`config.mk`:
```
export PLATFORM = sky130hd
export DESIGN_NAME = cp0_regs
export DESIGN_NICKNAME = d
export VERILOG_FILES = /design/src/rtl/cp0_regs_pkg.sv /design/src/rtl/cp0_regs_timer.sv /design/src/rtl/cp0_regs.sv
export SDC_FILE = /design/constraint.sdc
export NUM_CORES = 1
export LEC_CHECK = 0
export BUFFER_PORTS_ARGS = -buffer_cell sky130_fd_sc_hd__buf_2
export CORE_AREA = 2 2 146 148
export CTS_CLUSTER_SIZE = 14
export DETAILED_ROUTE_END_ITERATION = 8
export DIE_AREA = 0 0 148 150
export PLACE_DENSITY = 0.82
export SYNTH_ARGS = -nofsm -noshare
export SYNTH_HDL_FRONTEND = slang
export SYNTH_HIERARCHICAL = 1
export SYNTH_SLANG_ARGS = --single-unit
export TNS_END_PERCENT = 1
```
`constraint.sdc`:
```
create_clock -name clk -period 2.8 [get_ports clk]
set_input_delay 0.56 -clock clk [delete_from_list [all_inputs] [get_ports clk]]
set_output_delay 0.56 -clock clk [all_outputs]
set_load 0.01 [all_outputs]
```
`src/rtl/cp0_regs_pkg.sv`:
```
// Shared definitions for the CP0 register block.
//   - cp0_regfile_t : packed snapshot of every implemented CP0 register
//   - RS_*          : mtc0 register-select codes (0 means "no write")
//   - EXC_*         : ExcCode values
//   - STATUS_* / CAUSE_* : bit positions inside Status and Cause
package cp0_regs_pkg;

    // mtc0 select codes use the architectural register numbers.
    localparam logic [7:0] RS_NONE     = 8'd0;
    localparam logic [7:0] RS_BADVADDR = 8'd8;
    localparam logic [7:0] RS_COUNT    = 8'd9;
    localparam logic [7:0] RS_COMPARE  = 8'd11;
    localparam logic [7:0] RS_STATUS   = 8'd12;
    localparam logic [7:0] RS_CAUSE    = 8'd13;
    localparam logic [7:0] RS_EPC      = 8'd14;

    localparam logic [4:0] EXC_INT  = 5'd0;
    localparam logic [4:0] EXC_ADEL = 5'd4;
    localparam logic [4:0] EXC_ADES = 5'd5;
    localparam logic [4:0] EXC_SYS  = 5'd8;
    localparam logic [4:0] EXC_BP   = 5'd9;
    localparam logic [4:0] EXC_RI   = 5'd10;
    localparam logic [4:0] EXC_OV   = 5'd12;

    localparam int STATUS_BEV   = 22;
    localparam int STATUS_IM_HI = 15;
    localparam int STATUS_IM_LO = 8;
    localparam int STATUS_EXL   = 1;
    localparam int STATUS_IE    = 0;

    localparam int CAUSE_BD      = 31;
    localparam int CAUSE_TI      = 30;
    localparam int CAUSE_IP_HI   = 15;
    localparam int CAUSE_IP_LO   = 8;
    localparam int CAUSE_CODE_HI = 6;
    localparam int CAUSE_CODE_LO = 2;

    // BEV is hard-wired to 1; everything else in Status resets to 0.
    localparam logic [31:0] STATUS_RESET = 32'h0040_0000;

    typedef struct packed {
        logic [31:0] badvaddr;
        logic [31:0] count;
        logic [31:0] compare;
        logic [31:0] status;
        logic [31:0] cause;
        logic [31:0] epc;
    } cp0_regfile_t;

endpackage

```
`src/rtl/cp0_regs_timer.sv`:
```
// Count/Compare timer for CP0.
//   clk, reset      : clock, async active-high reset
//   count_we        : load Count from wdata (also restarts the divider tick)
//   compare_we      : load Compare from wdata (also clears TI)
//   wdata           : write data
//   count, compare  : current register values
//   ti              : timer interrupt, set the cycle after Count==Compare
module cp0_timer #(
    parameter int COUNT_DIV = 2
) (
    input  logic        clk,
    input  logic        reset,
    input  logic        count_we,
    input  logic        compare_we,
    input  logic [31:0] wdata,
    output logic [31:0] count,
    output logic [31:0] compare,
    output logic        ti
);
    localparam bit DIV_ONE = (COUNT_DIV == 1);

    logic [31:0] count_reg;
    logic [31:0] compare_reg;
    logic        tick_reg;
    logic        ti_reg;
    logic        count_inc;

    // With a divide-by-2 the tick marks every second cycle; divide-by-1 ignores it.
    assign count_inc = DIV_ONE | tick_reg;

    always_ff @(posedge clk or posedge reset) begin
        if (reset) begin
            count_reg   <= '0;
            compare_reg <= '0;
            tick_reg    <= 1'b0;
            ti_reg      <= 1'b0;
        end else begin
            if (count_we) begin
                count_reg <= wdata;
                tick_reg  <= 1'b0;
            end else begin
                tick_reg <= ~tick_reg;
                if (count_inc) begin
                    count_reg <= count_reg + 32'd1;
                end
            end
            // A Compare write clears TI even when the match fires that same cycle.
            if (compare_we) begin
                compare_reg <= wdata;
                ti_reg      <= 1'b0;
            end else if (count_reg == compare_reg) begin
                ti_reg <= 1'b1;
            end
        end
    end

    assign count   = count_reg;
    assign compare = compare_reg;
    assign ti      = ti_reg;
endmodule

```
`src/rtl/cp0_regs.sv`:
```
// CP0 system-control registers: Status, Cause, EPC, BadVAddr, Count, Compare.
//   clk, reset         : clock, async active-high reset
//   write_regsel/data  : mtc0 target select (0 = none) and data
//   write_PC, wfirst, wsecond : debug-only, not used by the logic
//   exc_*              : exception commit with its code, PC, delay-slot flag, bad address
//   eret               : eret commit
//   ext_int            : hardware interrupt lines (registered into Cause.IP[7:2])
//   cp0_reg            : current register values
//   int_pending        : enabled, unmasked interrupt present
//   cp0_flush          : flush request, redirect_pc is its target
module cp0_regs
    import cp0_regs_pkg::*;
#(
    parameter logic [31:0] EXC_VECTOR = 32'hBFC0_0380,
    parameter int          COUNT_DIV  = 2
) (
    input  logic         clk,
    input  logic         reset,
    input  logic [7:0]   write_regsel,
    input  logic [31:0]  write_data,
    input  logic [31:0]  write_PC,
    input  logic         wfirst,
    input  logic         wsecond,
    input  logic         exc_valid,
    input  logic [4:0]   exc_code,
    input  logic [31:0]  exc_pc,
    input  logic         exc_bd,
    input  logic [31:0]  exc_badvaddr,
    input  logic         exc_badv_we,
    input  logic         eret,
    input  logic [5:0]   ext_int,
    output cp0_regfile_t cp0_reg,
    output logic         int_pending,
    output logic         cp0_flush,
    output logic [31:0]  redirect_pc
);
    logic [7:0]  im_reg;
    logic        exl_reg;
    logic        ie_reg;
    logic        bd_reg;
    logic [4:0]  code_reg;
    logic [1:0]  ip_sw_reg;
    logic [5:0]  ext_int_reg;
    logic [31:0] epc_reg;
    logic [31:0] badvaddr_reg;

    logic [31:0] count;
    logic [31:0] compare;
    logic        ti;
    logic [7:0]  ip;
    logic [31:0] status_val;
    logic [31:0] cause_val;

    // Debug-only inputs are deliberately left unused.
    logic unused_debug;
    assign unused_debug = &{1'b0, write_PC, wfirst, wsecond};

    // An exception drops any same-cycle mtc0, including to the timer.
    logic mtc0_ok;
    assign mtc0_ok = ~exc_valid;

    cp0_timer #(.COUNT_DIV(COUNT_DIV)) u_timer (
        .clk        (clk),
        .reset      (reset),
        .count_we   (mtc0_ok && (write_regsel == RS_COUNT)),
        .compare_we (mtc0_ok && (write_regsel == RS_COMPARE)),
        .wdata      (write_data),
        .count      (count),
        .compare    (compare),
        .ti         (ti)
    );

    always_ff @(posedge clk or posedge reset) begin
        if (reset) begin
            im_reg       <= '0;
            exl_reg      <= 1'b0;
            ie_reg       <= 1'b0;
            bd_reg       <= 1'b0;
            code_reg     <= '0;
            ip_sw_reg    <= '0;
            ext_int_reg  <= '0;
            epc_reg      <= '0;
            badvaddr_reg <= '0;
        end else begin
            ext_int_reg <= ext_int;
            if (exc_valid) begin
                code_reg <= exc_code;
                exl_reg  <= 1'b1;
                // Nested exceptions keep the original return point.
                if (!exl_reg) begin
                    epc_reg <= exc_bd ? (exc_pc - 32'd4) : exc_pc;
                    bd_reg  <= exc_bd;
                end
                if (exc_badv_we) begin
                    badvaddr_reg <= exc_badvaddr;
                end
            end else begin
                if (eret) begin
                    exl_reg <= 1'b0;
                end
                case (write_regsel)
                    RS_STATUS: begin
                        im_reg <= write_data[STATUS_IM_HI:STATUS_IM_LO];
                        ie_reg <= write_data[STATUS_IE];
                        // eret owns EXL in the cycle it commits.
                        if (!eret) begin
                            exl_reg <= write_data[STATUS_EXL];
                        end
                    end
                    RS_CAUSE: ip_sw_reg <= write_data[CAUSE_IP_LO+1:CAUSE_IP_LO];
                    RS_EPC:   epc_reg   <= write_data;
                    default:  ;
                endcase
            end
        end
    end

    // IP7 shares the timer interrupt with external line 5.
    assign ip = {ext_int_reg[5] | ti, ext_int_reg[4:0], ip_sw_reg};

    always_comb begin
        status_val = STATUS_RESET;
        status_val[STATUS_IM_HI:STATUS_IM_LO] = im_reg;
        status_val[STATUS_EXL] = exl_reg;
        status_val[STATUS_IE]  = ie_reg;
    end

    always_comb begin
        cause_val = '0;
        cause_val[CAUSE_BD] = bd_reg;
        cause_val[CAUSE_TI] = ti;
        cause_val[CAUSE_IP_HI:CAUSE_IP_LO]     = ip;
        cause_val[CAUSE_CODE_HI:CAUSE_CODE_LO] = code_reg;
    end

    assign cp0_reg.badvaddr = badvaddr_reg;
    assign cp0_reg.count    = count;
    assign cp0_reg.compare  = compare;
    assign cp0_reg.status   = status_val;
    assign cp0_reg.cause    = cause_val;
    assign cp0_reg.epc      = epc_reg;

    assign int_pending = ie_reg & ~exl_reg & (|(ip & im_reg));
    assign cp0_flush   = exc_valid | eret;
    assign redirect_pc = exc_valid ? EXC_VECTOR : epc_reg;
endmodule

```
==> results of run 1 <==
[cells in the final DEF (no fill, tap or decap), types with 6 or more instances in the layout]
| cell | n |
|---|---|
| nor2_1 | 20 |
| dfrtp_1 | 154 |
| nand2_1 | 62 |
| inv_1 | 8 |
| nor2b_1 | 21 |
| o21ai_0 | 56 |
| clkbuf_16 | 17 |
| nand3_1 | 30 |
| buf_12 | 7 |
| buf_2 | 306 |
| mux2i_1 | 20 |
| xnor2_1 | 56 |
| nor3_1 | 11 |
| xor2_1 | 27 |
| or2_2 | 15 |
| and3_1 | 6 |
| buf_4 | 14 |
| mux2_2 | 85 |
| conb_1 | 39 |
| nor4_1 | 7 |
| nand4_1 | 22 |
| o221ai_1 | 9 |
[critical path, delay by kind of cell]
| kind | cells | cell delay (ns) |
|---|---|---|
| buffers and inverters | 1 | 0.12 |
| and+or+nand+nor | 5 | 1.82 |
[synth_stat cells, types with 5 or more instances]
cell type	count	area share, %
nand2_1	62	2.8
buf_4	48	4.4
buf_1	8	0.36
or2_2	15	1.1
xor2_1	27	2.9
clkbuf_1	28	1.3
and3_1	6	0.46
dfrtp_1	154	47
and4_1	5	0.53
nor3_1	12	0.73
nand4_1	22	1.7
nor2_1	20	0.91
inv_1	10	0.46
a21oi_1	5	0.30
xnor2_1	56	5.9
or4_1	5	0.46
or3_1	5	0.38
o21ai_0	56	3.4
mux2i_1	20	2.4
o221ai_1	9	0.96
nor2b_1	21	1.6
nor4_1	7	0.53
nand3_1	30	1.8
mux2_2	85	12
nor3b_1	5	0.46
[cells by family after synthesis]
| group | after synthesis | synth area share [%] |
|---|---|---|
| AND/OR/NAND/NOR | 237 | 16.49 |
| flip-flops | 154 | 46.73 |
| multiplexers | 105 | 14.03 |
| buffers and inverters | 97 | 6.645 |
| AO/OA/AOI/OAI | 93 | 6.888 |
| XOR/XNOR | 83 | 8.815 |
| adder cells (fa/ha/maj) | 2 | 0.3034 |
| other | 2 | 0.09107 |
[metrics by stage]
step | util (%) | hold slack (ns) | std cells | power, mW | area [sq um]
final | 51.08 | 0.2159 | 1359 | 6.395 | 10570
after global routing | 51.05 | 0.2251 | 1357 | 6.727 | 10560
after CTS | 51.05 | 0.2237 | 1357 | 6.461 | 10560
after detailed placement | 48.38 | 0.4766 | 1325 | 4.270 | 10010
after global placement | 48.38 | 0.4621 | 1325 | 4.220 | 10010
after floorplan | - | 0.4510 | 810 | 3.584 | 8389
[layer usage]
metal	vias to the layer above	GRT usage, %
met3	20	6.646
met4	0	5.619
met1	3407	28.92
met2	298	39.10
met5	-	0
li1	3227	-
[layout make-up]
| type | count | area [sq um] |
|---|---|---|
| clock inverter | 14 | 113.9 |
| fill | 1890 | 10120 |
| timing repair buffer | 327 | 1777 |
| clock buffer | 18 | 439.2 |
| inverter | 10 | 41.29 |
| multi-input combinational | 559 | 3994 |
| antenna | 2 | 5.005 |
| tap | 275 | 344.1 |
| sequential | 154 | 3854 |
[worst paths after layout]
path / from / endpoint / slack, ns / cells past startpoint
worst min register to register: bd_reg / bd_reg / 0.49 / 2
worst max-delay path: exc_pc[25] / epc_reg[31] / 0.65 / 6
max in group asynchronous: reset / badvaddr_reg[7] / 2.00 / 3
min in group clk: ext_int[1] / ext_int_reg[1] / 0.25 / 1
worst min-delay path: reset / u_timer/compare[4] / 0.22 / 3
worst max register to register: u_timer/count[0] / u_timer/count[20] / 0.75 / 7
[power groups by stage]
| stage | Combinational (mW) | Clock [mW] | Sequential (mW) |
|---|---|---|---|
| floorplan | 0.681 | 0 | 2.90 |
| global placement | 1.40 | 0 | 2.82 |
| detailed placement | 1.43 | 0 | 2.84 |
| CTS | 1.43 | 2.22 | 2.80 |
| global route | 1.54 | 2.34 | 2.85 |
| finish | 1.41 | 2.18 | 2.80 |
==> results.py, run 1 <==
metrics = {
    "outcome": {
        "status": "finished, final reports clean",
    },
    "floorplanning": {
        "die_y_microns": 150,
        "fp.dieArea_sq_mm": 0.02220,
        "coreArea_sq_mm": 0.02069,
        "die_w_microns": 148,
        "rows": 53,
        "start_util_pct": 39.86,
        "boundaryPins": 381,
    },
    "clock_network": {
        "ctsRootBufferMaster": "clkbuf_16",
        "cts_hold_buf": 0,
        "cts.sinks": 154,
        "htreeDepth": 4,
        "worstSkewPairLatency_ns": 0.42,
        "cts_tree": "built",
        "ctsResizeCount": 0,
        "clk_path_buf_depth": 2,
        "postCtsSetupBuffers": 0,
        "clkTransAtPathRegs_ns": 0.07,
        "numCtsBuffers": 17,
    },
    "yosys": {
        "postSynthCellCount": 773,
        "synth_warnings": 6,
        "synth_cell_types": 60,
        "ys_seq_area_share_pct": 46.73,
        "synth_top_flop_cell": "dfrtp_1",
        "synth-edff-count": 0,
        "netlist_area_sq_mm": 0.008247,
        "syn_area_per_cell_sq_um": 10.67,
        "ys_async_sr_fraction_pct": 100.0,
        "synth_seq_cells": 154,
    },
    "sta": {
        "worst_pin_slew_ns": 0.8909,
        "drv_slew": 0,
        "period_needed_ns": 2.151,
        "skew_ns": 0.01133,
        "slew_headroom_pct": 40.61,
        "fmax_mhz": 464.9,
        "worst_slack_ns": 0.6488,
        "fin_crit_sh_pct": 76.83,
        "tns_ns": 0,
        "setup_violations": 0,
        "finalHoldViolCount": 0,
        "rsz0062_at_grt": "false",
    },
    "power_and_ir_drop": {
        "ir_drop_uv": 397.8,
        "intPower_mw": 4.320,
        "pwr-share-seq_pct": 43.8,
        "swShare_pct": 32.45,
        "p_per_area_mw_per_mm2": 605.1,
        "p_clk_share_pct": 34.1,
        "switching_power_mw": 2.075,
        "p_leak_nw": 5.116,
        "p_comb_share_pct": 22.1,
    },
    "placement": {
        "port_buffers": 307,
        "place_congestion": 0.8650,
        "post-place-ws_ns": 0.2424,
        "hpwl_microns": 20210,
    },
    "route": {
        "drt_iter0_markers": 394,
        "vias": 6952,
        "first_pass_iters": 7,
        "wl_per_cell_microns": 19.05,
        "met1Wirelength_microns": 10480,
        "highest_layer": "met4",
        "ant_nets": 0,
        "routed_wl_microns": 25890,
        "routed_via_density": 5.116,
        "wl_met2_microns": 13070,
        "drc": 0,
        "met3_wirelength_microns": 1937,
    },
    "worst_setup_path": {
        "cp_slowest_cell": "or4_4",
        "slowest_delay_ns": 0.56,
        "worstPathCellList": "buf_2 > or4_4 > or3_4 > or4_1 > or4_1 > nand3_1",
        "critPathCaptureType": "register",
        "path_class": "input port to register",
        "startpoint_type": "input port",
        "cp_data_required_time_ns": 3.15,
        "crit_fanout": 5,
        "arrival_ns": 2.50,
        "crit_top_cell": "or4_1",
    },
    "finish": {
        "drive_above_1_share_pct": 43.99,
        "nNetsFinal": 1226,
        "area_delta_synth_final_pct": 28.14,
    },
    "global_route": {
        "overflow": 0,
        "grt_usage_pct": 22.99,
        "antenna_found_initial": 2,
        "grt_pass1_wl_microns": 38470,
        "grt_max_degree": 67,
        "grt_pass1_vias": 6669,
    },
    "flow_run": {
        "cap_violations": 0,
    },
    "hold_path": {
        "hold_class": "input port to async pin",
    },
}
(Power assumes the default switching activity.)
==> run 2: changes to the inputs <==
--- a/config.mk
+++ b/config.mk
@@ -5,11 +5,12 @@
 export SDC_FILE = /design/constraint.sdc
 export NUM_CORES = 1
 export LEC_CHECK = 0
+export ABC_AREA = 1
 export BUFFER_PORTS_ARGS = -buffer_cell sky130_fd_sc_hd__buf_2
-export CORE_AREA = 2 2 146 148
+export CORE_AREA = 2 2 148 150
 export CTS_CLUSTER_SIZE = 14
 export DETAILED_ROUTE_END_ITERATION = 8
-export DIE_AREA = 0 0 148 150
+export DIE_AREA = 0 0 150 152
 export PLACE_DENSITY = 0.82
 export SYNTH_ARGS = -nofsm -noshare
 export SYNTH_HDL_FRONTEND = slang
==> constraint.sdc (replaced) <==
create_clock -name clk -period 2.16 [get_ports clk]
set_input_delay 0.432 -clock clk [delete_from_list [all_inputs] [get_ports clk]]
set_output_delay 0.432 -clock clk [all_outputs]
set_load 0.01 [all_outputs]
==> run 2 against run 1 <==
Final cell count increased by 27%; largest cell class unchanged; synthesized cell count increased by 47%; critical path type is now register to output pin; sequential cell count unchanged; clock power increased by 48%; combinational power increased by 55%; critical endpoint is now int_pending; via count increased by 25%; first-iteration DRC count increased by 40%.
==> results.py, run 2 <==
metrics = {
    "outcome": {
        "status": "finished, final reports clean",
    },
    "global_route": {
        "antenna_found_initial": 0,
        "overflow": 0,
        "use_met1_pct": 30.39,
        "grt_max_degree": 67,
        "grt_pass1_vias": 8084,
        "met3_usage_pct": 5.135,
        "grt_pass1_wl_microns": 43670,
        "top_usage_layer": "met2",
        "grt_usage_pct": 24.66,
        "use_met2_pct": 42.86,
    },
    "finish": {
        "multi_input_area_sq_mm": 0.004444,
        "mostFrequentLayoutCell": "buf_2",
        "n_fill_cell": 1995,
        "antennaDiodeCount": 0,
        "drive_above_1_share_pct": 33.91,
        "nNetsFinal": 1589,
        "seqCellArea_sq_mm": 0.003854,
        "area_delta_synth_final_pct": 25.86,
        "layout.cells.most_common_list": "307 x buf_2, 265 x nand2_1, 154 x dfrtp_1, 137 x nor2_1, 100 x inv_1",
        "final_area_sq_mm": 0.01149,
    },
    "yosys": {
        "ys_top_cells_by_area": "dfrtp_1 42%, nand2_1 11%, mux2_2 7.4%, nor2_1 5.7%, inv_1 4.2%",
        "synth_seq_cells": 154,
        "synth_top_area_cell": "dfrtp_1",
        "yosysTopAreaCellShare_pct": 42.21,
        "synth_cell_types": 46,
        "synth_most_common_cell": "nand2_1",
        "ys_seq_area_share_pct": 42.21,
        "netlist_area_sq_mm": 0.009129,
        "synth-edff-count": 0,
        "synth_top_flop_cell": "dfrtp_1",
        "synth_warnings": 6,
        "syn_area_per_cell_sq_um": 8.029,
        "ys_async_sr_fraction_pct": 100.0,
        "postSynthCellCount": 1137,
        "synth_commonest_cells": "265 x nand2_1, 154 x dfrtp_1, 138 x nor2_1, 102 x inv_1, 64 x nand3_1",
    },
    "placement": {
        "place_area_sq_mm": 0.01085,
        "hpwl_microns": 22800,
        "port_buffers": 307,
        "post-place-ws_ns": 0.09478,
        "place_congestion": 0.9214,
    },
    "clock_network": {
        "htreeDepth": 4,
        "postCtsSetupBuffers": 0,
        "clk_path_buf_depth": 2,
        "clkTransAtPathRegs_ns": 0.07,
        "cts.sinks": 154,
        "ctsResizeCount": 0,
        "numCtsBuffers": 17,
        "cts_tree": "built",
        "ctsRootBufferMaster": "clkbuf_16",
        "cts_hold_buf": 0,
        "worstSkewPairLatency_ns": 0.43,
    },
    "worst_setup_path": {
        "cp_data_required_time_ns": 1.73,
        "cp_slowest_cell": "dfrtp_1",
        "crit_fanout": 3,
        "startpoint_type": "register",
        "cp_top_family": "simple AND/OR/NAND/NOR gates",
        "path_class": "register to output pin",
        "arrival_ns": 1.55,
        "worstPathCellList": "or2_2 > nand2_1 > nand3_1 > nand3b_1 > inv_1 > buf_2",
        "critPathBufInv": 2,
        "critPathCaptureType": "output pin",
        "slowest_delay_ns": 0.41,
    },
    "sta": {
        "fin_crit_sh_pct": 91.85,
        "worst_slack_ns": 0.1760,
        "period_needed_ns": 1.984,
        "tns_ns": 0,
        "slew_headroom_pct": 42.56,
        "worst_pin_slew_ns": 0.8607,
        "setup_violations": 0,
        "finalHoldViolCount": 0,
        "fmax_mhz": 504.0,
        "skew_ns": 0.01415,
        "drv_slew": 0,
        "rsz0062_at_grt": "false",
    },
    "route": {
        "ant_nets": 0,
        "drc": 0,
        "routed_wl_microns": 29040,
        "routed_via_density": 5.042,
        "drt_iter0_markers": 551,
        "vias": 8697,
        "first_pass_iters": 5,
        "wl_per_cell_microns": 16.83,
    },
    "hold_path": {
        "hold_class": "input port to async pin",
    },
    "floorplanning": {
        "coreArea_sq_mm": 0.02135,
        "fp.dieArea_sq_mm": 0.02280,
        "start_util_pct": 42.76,
        "rows": 54,
        "die_w_microns": 150,
        "boundaryPins": 381,
        "die_y_microns": 152,
    },
    "power_and_ir_drop": {
        "p_per_area_mw_per_mm2": 793.1,
        "p_leak_nw": 5.943,
        "ir_drop_uv": 502.0,
    },
    "flow_run": {
        "cap_violations": 0,
    },
}
-- run 2: cell types whose count changed after synthesis, sizes merged, moves of 13 or more --
| cell | previous run | this run |
|---|---|---|
| mux2 | 85 | 60 |
| nand2 | 64 | 279 |
| nand3 | 30 | 67 |
| xor2 | 27 | 10 |
| mux2i | 20 | 0 |
| a21oi | 5 | 29 |
| nor2b | 21 | 1 |
| a22oi | 1 | 24 |
| inv | 10 | 109 |
| xnor2 | 56 | 31 |
| nor2 | 20 | 166 |
| buf | 59 | 72 |
-- run 2: worst paths after layout --
check	depth (start not counted)	slack (ns)	start	to
max	6	0.18	u_timer/ti	int_pending
min	2	0.06	reset	ext_int_reg[1]
max reg2reg	7	0.32	u_timer/count[0]	u_timer/count[16]
min reg2reg	2	0.47	code_reg[2]	code_reg[2]
max in group asynchronous	3	1.53	reset	code_reg[3]
min in group clk	1	0.10	ext_int[2]	ext_int_reg[2]
-- run 2: per-stage QoR --
stage	std cells	util [%]	power, mW	hold WS [ns]
after floorplan	1174	-	4.993	0.4634
after global placement	1693	50.84	5.860	0.4477
after detailed placement	1693	50.84	5.940	0.4533
after CTS	1725	53.82	9.175	0.05611
after global routing	1725	53.82	9.595	0.08083
final	1725	53.82	9.112	0.05549
-- run 2: kinds of logic (layout without fill, tap and decap cells) --
family	count (synthesis)	count (layout)	share of synthesized area, %
AOI/OAI and AO/OA	128	128	7.977
xor gates and xnor gates	41	41	3.934
adders and majority gates	2	2	0.2741
buffers and inverters	200	471	10.72
DFF	154	154	42.21
muxes	60	60	7.401
other	2	39	0.08227
and+or+nand+nor	550	550	27.40
-- run 2: worst reg2reg max path: stages (launching register included) --
cell	delay (ns)
dfrtp_1	0.47
ha_1	0.24
nand3_2	0.09
nor2_2	0.28
nand2_4	0.16
nor2_2	0.23
xor2_1	0.18
o21ai_0	0.09
-- run 2: cell type report --
type / count / area share (%)
clock inverters: 15 / 1.829
repair buffers: 329 / 15.57
flip-flops and latches: 154 / 33.54
multi-input cells: 820 / 38.68
well taps: 280 / 3.049
clock buffers: 17 / 3.702
inverters: 110 / 3.626
-- run 2: layer usage --
layer	wire length, microns	vias up
met5	0	-
met4	655	0
met3	2203	50
met2	14620	361
met1	11560	4139
li1	-	4147
-- run 2: where the power goes --
| group | total [mW] | internal, mW | switching (mW) | leakage, nW |
|---|---|---|---|---|
| sequential | 3.72 | 3.27 | 0.446 | 1.91 |
| combinational | 2.18 | 0.918 | 1.26 | 3.74 |
| clock | 3.22 | 1.87 | 1.35 | 0.296 |
| total | 9.11 | 6.05 | 3.06 | 5.94 |
